[src/rtl/sid_reg_pkg.sv]
`default_nettype none
// ============================================================================
// Module      : sid_reg_pkg
// Description : Shared constants and types for the SID register interface.
//               Contains the voice and filter register addresses, the
//               wav_ctrl and mode_vol bit positions, and the layout of the
//               combined 16-bit host bus {ui_in, uio_in}.
// Revision    : 1.0 - initial release
// ============================================================================
package sid_reg_pkg;

  // Voice register addresses (voices 0..2)
  localparam logic [2:0] FREQ_LO  = 3'd0;
  localparam logic [2:0] FREQ_HI  = 3'd1;
  localparam logic [2:0] PW_LO    = 3'd2;
  localparam logic [2:0] PW_HI    = 3'd3;
  localparam logic [2:0] ATK      = 3'd4;
  localparam logic [2:0] SUS      = 3'd5;
  localparam logic [2:0] WAV      = 3'd6;

  // Filter register addresses (voice select 3)
  localparam logic [2:0] FC_LO    = 3'd0;
  localparam logic [2:0] FC_HI    = 3'd1;
  localparam logic [2:0] RES_FILT = 3'd2;
  localparam logic [2:0] MODE_VOL = 3'd3;
  localparam logic [1:0] VOICE_FILT = 2'd3;

  // wav_ctrl bit positions
  localparam int unsigned WAV_NOISE = 7;
  localparam int unsigned WAV_PULSE = 6;
  localparam int unsigned WAV_SAW   = 5;
  localparam int unsigned WAV_TRI   = 4;
  localparam int unsigned WAV_TEST  = 3;
  localparam int unsigned WAV_RING  = 2;
  localparam int unsigned WAV_SYNC  = 1;
  localparam int unsigned WAV_GATE  = 0;

  // mode_vol bit positions
  localparam int unsigned MV_V3OFF  = 7;
  localparam int unsigned MV_HP     = 6;
  localparam int unsigned MV_BP     = 5;
  localparam int unsigned MV_LP     = 4;

  // Combined host bus: ui_in in the upper byte, uio_in in the lower byte
  localparam int unsigned BUS_WIDTH = 16;
  localparam int unsigned BUS_STB   = 15;

  typedef struct packed {
    logic       stb;
    logic [1:0] rsvd;
    logic [1:0] voice;
    logic [2:0] addr;
    logic [7:0] data;
  } sid_bus_t;

endpackage
`default_nettype wire

[src/rtl/sid_sync_edge.sv]
`default_nettype none
// ============================================================================
// Module      : sid_sync_edge
// Description : Multi-stage synchronizer for the whole host bus plus a
//               rising-edge detector on the synchronized write strobe.
//               Strobe and payload share one flop chain so they stay aligned.
//   clk       in  system clock
//   rst       in  synchronous active-high reset
//   bus_i     in  raw asynchronous bus
//   bus_o     out synchronized bus (aligned with wr_edge_o)
//   wr_edge_o out one-cycle pulse on a synchronized strobe rising edge
// Revision    : 1.0 - initial release
// ============================================================================
module sid_sync_edge #(
  parameter int unsigned WIDTH   = 16,
  parameter int unsigned STAGES  = 2,
  parameter int unsigned STB_IDX = 15
) (
  input  logic             clk,
  input  logic             rst,
  input  logic [WIDTH-1:0] bus_i,
  output logic [WIDTH-1:0] bus_o,
  output logic             wr_edge_o
);

  logic [STAGES-1:0][WIDTH-1:0] sync_q;
  // vld_q tracks which stages hold real samples taken after reset, so that
  // the reset-cleared zeros are never mistaken for a low strobe.
  logic [STAGES-1:0]            vld_q;
  logic                         s_prev_q;
  // armed_q: a genuine low strobe has been seen since reset. Keeps a strobe
  // that was already high at reset release from producing a write.
  logic                         armed_q;
  logic                         s_last;

  assign s_last = sync_q[STAGES-1][STB_IDX];

  always_ff @(posedge clk) begin
    if (rst) begin
      sync_q   <= '0;
      vld_q    <= '0;
      s_prev_q <= 1'b0;
      armed_q  <= 1'b0;
    end else begin
      sync_q   <= {sync_q[STAGES-2:0], bus_i};
      vld_q    <= {vld_q[STAGES-2:0], 1'b1};
      s_prev_q <= s_last;
      if (vld_q[STAGES-1] && !s_last) begin
        armed_q <= 1'b1;
      end
    end
  end

  assign bus_o     = sync_q[STAGES-1];
  assign wr_edge_o = s_last & ~s_prev_q & armed_q;

endmodule
`default_nettype wire

[src/rtl/sid_reg_if.sv]
`default_nettype none
// ============================================================================
// Module      : sid_reg_if
// Description : Write-only register-bus responder for the SID core. Decodes
//               the synchronized host write and updates the three voice
//               register sets and the filter registers, presented as flat
//               parallel outputs.
//   clk, rst           clock, synchronous active-high reset
//   bus_in             ui_in: [7] strobe, [6:5] reserved, [4:3] voice, [2:0] addr
//   data_in            uio_in write data
//   freq/pw/atk_dcy/sus_rel/wav_ctrl   per-voice fields, voice v in slice v
//   fc/res_filt/mode_vol               filter fields
//   wr_pulse/wr_voice/wr_addr          commit flag and last write location
// Revision    : 1.0 - initial release
// ============================================================================
module sid_reg_if
  import sid_reg_pkg::*;
#(
  parameter int unsigned SYNC_STAGES = 2
) (
  input  logic        clk,
  input  logic        rst,
  input  logic [7:0]  bus_in,
  input  logic [7:0]  data_in,
  output logic [47:0] freq,
  output logic [35:0] pw,
  output logic [23:0] atk_dcy,
  output logic [23:0] sus_rel,
  output logic [23:0] wav_ctrl,
  output logic [10:0] fc,
  output logic [7:0]  res_filt,
  output logic [7:0]  mode_vol,
  output logic        wr_pulse,
  output logic [1:0]  wr_voice,
  output logic [2:0]  wr_addr
);

  logic [BUS_WIDTH-1:0] bus_sync;
  sid_bus_t             bus_s;
  logic                 wr_edge;
  logic                 unused_rsvd;

  sid_sync_edge #(
    .WIDTH   (BUS_WIDTH),
    .STAGES  (SYNC_STAGES),
    .STB_IDX (BUS_STB)
  ) u_sync_edge (
    .clk       (clk),
    .rst       (rst),
    .bus_i     ({bus_in, data_in}),
    .bus_o     (bus_sync),
    .wr_edge_o (wr_edge)
  );

  assign bus_s       = bus_sync;
  assign unused_rsvd = ^{bus_s.rsvd, bus_s.stb};

  logic [2:0][15:0] freq_q, freq_d;
  logic [2:0][11:0] pw_q,   pw_d;
  logic [2:0][7:0]  atk_q,  atk_d;
  logic [2:0][7:0]  sus_q,  sus_d;
  logic [2:0][7:0]  wav_q,  wav_d;
  logic [10:0]      fc_q,   fc_d;
  logic [7:0]       res_q,  res_d;
  logic [7:0]       mv_q,   mv_d;
  logic             wr_pulse_q, wr_pulse_d;
  logic [1:0]       wr_voice_q, wr_voice_d;
  logic [2:0]       wr_addr_q,  wr_addr_d;

  always_comb begin
    freq_d     = freq_q;
    pw_d       = pw_q;
    atk_d      = atk_q;
    sus_d      = sus_q;
    wav_d      = wav_q;
    fc_d       = fc_q;
    res_d      = res_q;
    mv_d       = mv_q;
    wr_pulse_d = wr_edge;
    wr_voice_d = wr_voice_q;
    wr_addr_d  = wr_addr_q;

    if (wr_edge) begin
      // Location is recorded even for unmapped addresses.
      wr_voice_d = bus_s.voice;
      wr_addr_d  = bus_s.addr;
      if (bus_s.voice == VOICE_FILT) begin
        case (bus_s.addr)
          FC_LO:    fc_d[2:0]  = bus_s.data[2:0];
          FC_HI:    fc_d[10:3] = bus_s.data;
          RES_FILT: res_d      = bus_s.data;
          MODE_VOL: mv_d       = bus_s.data;
          default:  ;
        endcase
      end else begin
        case (bus_s.addr)
          FREQ_LO:  freq_d[bus_s.voice][7:0]  = bus_s.data;
          FREQ_HI:  freq_d[bus_s.voice][15:8] = bus_s.data;
          PW_LO:    pw_d[bus_s.voice][7:0]    = bus_s.data;
          PW_HI:    pw_d[bus_s.voice][11:8]   = bus_s.data[3:0];
          ATK:      atk_d[bus_s.voice]        = bus_s.data;
          SUS:      sus_d[bus_s.voice]        = bus_s.data;
          WAV:      wav_d[bus_s.voice]        = bus_s.data;
          default:  ;
        endcase
      end
    end
  end

  always_ff @(posedge clk) begin
    if (rst) begin
      freq_q     <= '0;
      pw_q       <= '0;
      atk_q      <= '0;
      sus_q      <= '0;
      wav_q      <= '0;
      fc_q       <= '0;
      res_q      <= '0;
      mv_q       <= '0;
      wr_pulse_q <= 1'b0;
      wr_voice_q <= '0;
      wr_addr_q  <= '0;
    end else begin
      freq_q     <= freq_d;
      pw_q       <= pw_d;
      atk_q      <= atk_d;
      sus_q      <= sus_d;
      wav_q      <= wav_d;
      fc_q       <= fc_d;
      res_q      <= res_d;
      mv_q       <= mv_d;
      wr_pulse_q <= wr_pulse_d;
      wr_voice_q <= wr_voice_d;
      wr_addr_q  <= wr_addr_d;
    end
  end

  assign freq     = freq_q;
  assign pw       = pw_q;
  assign atk_dcy  = atk_q;
  assign sus_rel  = sus_q;
  assign wav_ctrl = wav_q;
  assign fc       = fc_q;
  assign res_filt = res_q;
  assign mode_vol = mv_q;
  assign wr_pulse = wr_pulse_q;
  assign wr_voice = wr_voice_q;
  assign wr_addr  = wr_addr_q;

endmodule
`default_nettype wire

[config.mk]
export PLATFORM = sky130hd
export DESIGN_NAME = sid_reg_if
export DESIGN_NICKNAME = d
export VERILOG_FILES = /design/src/rtl/sid_reg_pkg.sv /design/src/rtl/sid_sync_edge.sv /design/src/rtl/sid_reg_if.sv
export SDC_FILE = /design/constraint.sdc
export NUM_CORES = 1
export LEC_CHECK = 0
export BUFFER_PORTS_ARGS = -buffer_cell sky130_fd_sc_hd__buf_2
export CAP_MARGIN = 5
export CELL_PAD_IN_SITES_DETAIL_PLACEMENT = 1
export CELL_PAD_IN_SITES_GLOBAL_PLACEMENT = 2
export CORE_ASPECT_RATIO = 1.1
export CORE_MARGIN = 8
export CORE_UTILIZATION = 29
export DETAILED_ROUTE_END_ITERATION = 6
export GPL_ROUTABILITY_DRIVEN = 0
export GPL_TIMING_DRIVEN = 0
export HOLD_SLACK_MARGIN = 0.1
export MAX_ROUTING_LAYER = met4
export PLACE_DENSITY = 0.74
export SKIP_LAST_GASP = 1
export SYNTH_ARGS = -nofsm -noshare
export SYNTH_HDL_FRONTEND = slang
export SYNTH_SLANG_ARGS = --single-unit
[constraint.sdc]
create_clock -name clk -period 1.4 [get_ports clk]
set_input_delay 0.07 -clock clk [delete_from_list [all_inputs] [get_ports clk]]
set_output_delay 0.07 -clock clk [all_outputs]
set_load 0.005 [all_outputs]
==> metrics.txt, run 1 <==
outcome=finished, violations left; failing checks=negative setup slack; layout cells sized above 1=30.6%; top cell type's share of synthesized area=57.4%; metal2 WL=12100 um; most frequent cells after synthesis=dfxtp_1 (221), nand2_1 (202), mux2i_1 (188); Post-Syn Area=0.00771 mm^2; DP Wirelength=18100 um; final period utilization=100%; highest routed metal layer=met4; Post-synth EDFFs=0; Remaining Overflow, GRT=0; Min-Delay Startpoint=rst; sw frac=21.5%; Layout Utilization=40.2%; leak pwr=5.77 nW; Yosys cell types=17; DR DRC count=0; # port buffers=204; worst-path fanout max=8; CTS tree=yes; Post-Syn Nets=742; DIE WIDTH=171 um; number of global-route vias before repair=6388; Slew @ Worst Pin=724 ps; Min-Delay Path Class=input pin to flop; met3 WL post-DR=1740 um; Finished Layout Cells=1347; RSZ-0062 raised after global routing=yes; syn avg cell area=10.7 um^2; Initial Util=29.5%; RR Startpoint=u_sync_edge.armed_q$_SDFFE_PP0P_; Core Box Area=0.0261 mm^2; CTS Root Cell=clkbuf_16; clock power share=48.7%; ranking of synthesized cells by area=dfxtp_1 (57%), mux2i_1 (24%), nand2_1 (9.8%); largest net degree at the start of global routing=13; Setup WS post-layout=-4.27 ps; final worst clock skew=5.24 ps; Final Hold Vio Count=0; endpoints failing setup=2; min Tclk post-route=1400 ps; drt wl/cell=19.0 um; Final Net Count=996; final wirelength=25500 um; PD cells=1250 mW/mm^2; area grow syn2layout=36.3%; I/O pin cnt=207; NetSw=2.82 mW; Clock Path Buffers=3; Sequential Power Share=48.4%; leading register cell type out of synthesis=dfxtp_1; Clk Latency, worst-skew pair=510 ps; antenna viol nets, final=0; DR vias/cell=4.40; sequential area share after synthesis=57.4%; CP arrival=1760 ps; DRT Pass-1 Iters=4; number of antenna violations at the first check in global routing=0; First DRT Iteration DRCs=169; die height=187 um; Comb power frac=2.9%; pre-CTS setup slack=-481 ps; WP data required=1760 ps; yosys warns=0; post-synth top area cell=dfxtp_1; Post-Synthesis Cells=724; synthesized flop and latch total=221; first-pass GRT wire length=39000 um; Placed Area=0.00917 mm^2; Max Clock Freq=712 MHz; Clock transition at path regs=60 ps; peak supply drop=0.623 mV; cts bufs inserted=25; max_slew headroom=51.8%; CTS H-tree lvls=1; Worst setup startpoint=u_sync_edge.armed_q$_SDFFE_PP0P_; crit start category=flop; Inst Count DP=1280; DR vias=5929; Metal-1 WL=11400 um; TritonCTS Sinks=221; n_diodes=0; post-route cell area=0.0105 mm^2; Global Route Usage Sum=16.1%; async set or reset register ratio after synthesis=0%; R2R setup slack=-4 ps; num rows=62; most numerous cell in the Yosys netlist=dfxtp_1; crit path capture type=flop; MaxCap Viol Count=0; total die area=0.0321 mm^2; fin. max-slew vios=0; Int Pwr=10.3 mW; Worst Setup Path Type=flop to flop
## cells by family after synthesis
kind of cell	synth area share, %
buffers and inverters	2.37
AO/OA/AOI/OAI	0.0648
flip-flops	57.4
AND/OR/NAND/NOR	15.8
multiplexers	24.4
## layer usage
layer / vias up / GRT usage, %
met3: 26 / 4.22
met4: 0 / 3.28
met1: 2849 / 19.3
met5: - / -
li1: 2893 / -
met2: 161 / 26.8
## repair_timing
| item | CTS | global route |
|---|---|---|
| pin swaps | 2 | 0 |
| setup endpoints to repair | 183 | 152 |
| endpoints found under the hold margin | 15 | 0 |
| buffers inserted | 5 | 2 |
| hold buffers | 20 | 0 |
| gates resized for setup | 52 | 23 |
## power groups by stage
stage,clock [mW],combinational (mW),sequential [mW]
detailed placement,0,0.311,6.50
finish,6.40,0.377,6.36
global placement,0,0.312,6.50
floorplan,0,0.179,6.49
global route,6.86,0.416,6.36
CTS,6.59,0.376,6.36
## area by class of cell
cell class | instances | area [um^2]
clock inverters | 9 | 95.1
fillers | 2986 | 15600
clock buffers | 35 | 703
multi-input cells | 455 | 3320
flip-flops and latches | 221 | 4440
inverters | 2 | 7.51
repair buffers | 231 | 1320
plain buffers | 42 | 185
well taps | 352 | 440
## cell usage in the layout (no fill, tap or decap)
master	synthesis	layout
nor4b_4	2	2
dfxtp_4	0	2
nor2b_1	29	29
clkbuf_8	0	4
clkinv_2	0	7
nor4bb_4	0	1
nor2_1	8	8
dlygate4sd3_1	0	20
dfxtp_2	0	6
bufinv_16	0	2
buf_2	2	204
and4bb_4	0	2
and4bb_2	3	2
buf_12	0	3
and2_2	0	1
nand2_4	0	13
nand3b_1	1	1
nand2_2	13	2
a21oi_1	1	1
clkbuf_16	0	25
and4b_4	0	1
dfxtp_1	221	213
and2_4	0	1
mux2i_1	188	188
nand2_1	202	193
clkbuf_2	0	10
nand2_8	0	7
inv_1	2	2
and4b_2	0	3
buf_6	0	1
buf_8	0	1
buf_4	0	4
clkbuf_1	44	36
## critical path: stages (launching register included)
cell	delay, ps
dfxtp_4	370
nor4bb_4	280
buf_4	180
buf_12	150
nand2_8	120
mux2i_1	140
## registers in the layout, summed over array words and instances (netlist names), 3 cells and up
name / count
freq: 48
pw: 36
atk_dcy: 24
sus_rel: 24
wav_ctrl: 24
u_sync_edge.bus_o: 14
u_sync_edge.sync_q: 14
fc: 11
mode_vol: 8
res_filt: 8
wr_addr: 3
## stage by stage
stage	TNS (ps)	total power, mW	hold WS (ps)
2_1_floorplan	0	6.67	198
6_report	-6.83	13.1	232
3_3_place_gp	-57760	6.81	284
3_5_place_dp	-60050	6.81	286
5_1_grt	-2020	13.6	295
4_1_cts	-944	13.3	217
## path summary, 6_finish.rpt
| kind | to | cells past startpoint |
|---|---|---|
| max | freq[14]$_SDFFE_PP0P_ | 5 |
| min | pw[19]$_SDFFE_PP0P_ | 5 |
| max reg2reg | freq[14]$_SDFFE_PP0P_ | 5 |
| min reg2reg | u_sync_edge.bus_o[8]$_SDFF_PP0_ | 1 |
(Power assumes the default switching activity.)
==> inputs of run 2 (changes only) <==
CORE_UTILIZATION = 30   (was 29)
PLACE_DENSITY = 0.73   (was 0.74)
clock period = 1.5 ns   (was 1.4 ns; I/O delays follow)
==> metrics.txt, run 2 (synthesized netlist as in run 1, its figures left out) <==
Largest register FFs=48 (unchanged); Setup WS post-layout=77.6 ps (was -4.27 ps); Global Route Usage Sum=16.3% (was 16.1%); RR Startpoint=u_sync_edge.bus_o[2]$_SDFF_PP0_ (was u_sync_edge.armed_q$_SDFFE_PP0P_); n_diodes=0 (unchanged); outcome=completed (was finished, violations left); Critical R2R Capture=wav_ctrl[10]$_SDFFE_PP0P_ (was freq[14]$_SDFFE_PP0P_); crit start category=flop (unchanged); number of global-route vias before repair=6275 (was 6388); hold depth=5 (unchanged); RSZ-0062 raised after global routing=no (was yes); CTS Root Cell=clkbuf_16 (unchanged); layout cells sized above 1=29.4% (was 30.6%); # port buffers=204 (unchanged); I/O pin cnt=207 (unchanged); Core Box Area=0.0253 mm^2 (was 0.0261 mm^2); first-pass GRT wire length=38100 um (was 39000 um); DRT Pass-1 Iters=4 (unchanged); MaxCap Viol Count=0 (unchanged); drt wl/cell=18.8 um (was 19.0 um); final wirelength=25200 um (was 25500 um); worst reg2reg path depth=3 (was 5); worst path buffer plus inverter count=1 (was 2); DR vias=5929 (unchanged); cts bufs inserted=24 (was 25); fillcell total=2901 (was 2986); WP data required=1860 ps (was 1760 ps); CP cell instances=nand2_1, clkbuf_1, mux2i_1 (was nor4bb_4, buf_4, buf_12, nand2_8, mux2i_1); Remaining Overflow, GRT=0 (unchanged); Worst Setup Path Type=flop to flop (unchanged); total die area=0.0311 mm^2 (was 0.0321 mm^2); DR DRC count=0 (unchanged); register area=0.00444 mm^2 (about the same); crit path capture type=flop (unchanged); Final Hold Vio Count=0 (unchanged); number of antenna violations at the first check in global routing=0 (unchanged); max incr delay on CP=580 ps (was 370 ps); clock power share=48.3% (was 48.7%); commonest non-fill, non-tap cell in the layout=dfxtp_1 (unchanged); pre-CTS setup slack=-377 ps (was -481 ps); hold path endpoint=pw[19]$_SDFFE_PP0P_ (unchanged); antenna viol nets, final=0 (unchanged); fin. max-slew vios=0 (unchanged); Comb power frac=2.8% (was 2.9%); Max Clock Freq=703 MHz (was 712 MHz); Power, Total=12.1 mW (was 13.1 mW); R2R setup slack=80 ps (was -4 ps); CTS tree=yes (unchanged); most frequent cells in the layout=dfxtp_1 (213), buf_2 (204), nand2_1 (195), mux2i_1 (188), clkbuf_1 (43) (was dfxtp_1 (213), buf_2 (204), nand2_1 (193), mux2i_1 (188), clkbuf_1 (36)); kind of cell adding the most delay to the critical path=buffers and inverters (was simple AND/OR/NAND/NOR gates); hold_ws=247 ps (was 232 ps); Clock transition at path regs=60 ps (about the same); min Tclk post-route=1420 ps (was 1400 ps); CTS H-tree lvls=1 (unchanged); Int Pwr=9.53 mW (was 10.3 mW); Slew @ Worst Pin=779 ps (was 724 ps); Min-Delay Startpoint=rst (unchanged); largest net degree at the start of global routing=14 (was 13); CP max stage cell=clkbuf_1 (was dfxtp_4); die height=184 um (was 187 um); Sequential Power Share=49.0% (was 48.4%); TritonCTS Sinks=221 (unchanged); Min-Delay Path Class=input pin to flop (unchanged); worst-path fanout max=10 (was 8); sw frac=21.4% (was 21.5%); final period utilization=94.8% (was 100%); Initial Util=30.5% (was 29.5%); DIE WIDTH=169 um (was 171 um); First DRT Iteration DRCs=152 (was 169); final worst clock skew=17.0 ps (was 5.24 ps); area grow syn2layout=33.5% (was 36.3%); num rows=61 (was 62); PD cells=1180 mW/mm^2 (was 1250 mW/mm^2); leak pwr=5.65 nW (was 5.77 nW); DR vias/cell=4.43 (was 4.40); max_slew headroom=48.1% (was 51.8%); Final Net Count=993 (was 996); endpoints failing setup=0 (was 2); peak supply drop=0.504 mV (was 0.623 mV); area of the multi-input gates=0.00319 mm^2 (was 0.00332 mm^2); Clk Latency, worst-skew pair=510 ps (about the same); DP Wirelength=17900 um (was 18100 um); NetSw=2.60 mW (was 2.82 mW); CP arrival=1780 ps (was 1760 ps); Clock Path Buffers=3 (unchanged)
-- run 2: cell types whose count changed in the layout (fill, tap and decap cells not counted), moves of 5 or more --
cell      delta
clkbuf_2     -6
clkbuf_8     +5
clkbuf_1     +7
nand2_2     +11
nand2_4      -6
nand2_8      -7
-- run 2: worst max-delay path by stage --
stage                                          start                   endpoint  slack (ps)  cells past startpoint
floorplan            u_sync_edge.bus_o[9]$_SDFF_PP0_        pw[15]$_SDFFE_PP0P_         100                      5
global placement     u_sync_edge.bus_o[8]$_SDFF_PP0_   atk_dcy[22]$_SDFFE_PP0P_        -360                      3
detailed placement                               rst    atk_dcy[8]$_SDFFE_PP0P_        -380                      6
CTS                 u_sync_edge.armed_q$_SDFFE_PP0P_      freq[29]$_SDFFE_PP0P_         -50                      4
global route         u_sync_edge.bus_o[0]$_SDFF_PP0_       freq[8]$_SDFFE_PP0P_           1                      3
finish               u_sync_edge.bus_o[2]$_SDFF_PP0_  wav_ctrl[10]$_SDFFE_PP0P_          80                      3
-- run 2: layout make-up --
type | count | share of cell area, %
clock buffers | 40 | 7.50
inverters | 2 | 0.0729
flip-flops and latches | 221 | 43.1
plain buffers | 43 | 1.73
clock inverters | 4 | 0.231
repair buffers | 228 | 12.2
well taps | 346 | 4.20
multi-input cells | 455 | 30.9
-- run 2: worst min-delay path, stage by stage --
cell      delay (ps)
buf_2            100
inv_1             60
clkbuf_1         220
nand2_1          170
mux2i_1           80
-- run 2: routing by layer --
metal  global-route usage (%)  part of all wire, %  routed length [um]
met2                     28.3                   49               12300
met3                     4.07                  6.5                1650
met1                     18.8                   43               10900
met5                        -                    0                   0
met4                     3.22                  1.4                 360
-- run 2: timing repair --
action / in CTS / in global routing
endpoints found under the setup margin: 178 / 130
resized for setup: 21 / 20
setup buffers: 3 / 2
hold buffers: 19 / 0
pin swaps: 1 / 1
endpoints found under the hold margin: 15 / 0
-- run 2: per-stage QoR --
stage               utilization (%)  TNS (ps)  cells  area, um^2
floorplan                         -         0    724        7710
global placement               36.3    -37800   1274        9170
detailed placement             36.3    -40680   1274        9170
CTS                            40.4     -1030   1337       10200
global route                   40.8         0   1339       10300
finish                         40.8         0   1339       10300
-- run 2: power groups by stage --
stage | combinational (mW) | clock [mW] | sequential [mW]
after CTS | 0.338 | 6.06 | 5.94
after global placement | 0.291 | 0 | 6.07
after global routing | 0.365 | 6.30 | 5.94
after detailed placement | 0.291 | 0 | 6.07
after floorplan | 0.167 | 0 | 6.06
final | 0.334 | 5.86 | 5.94
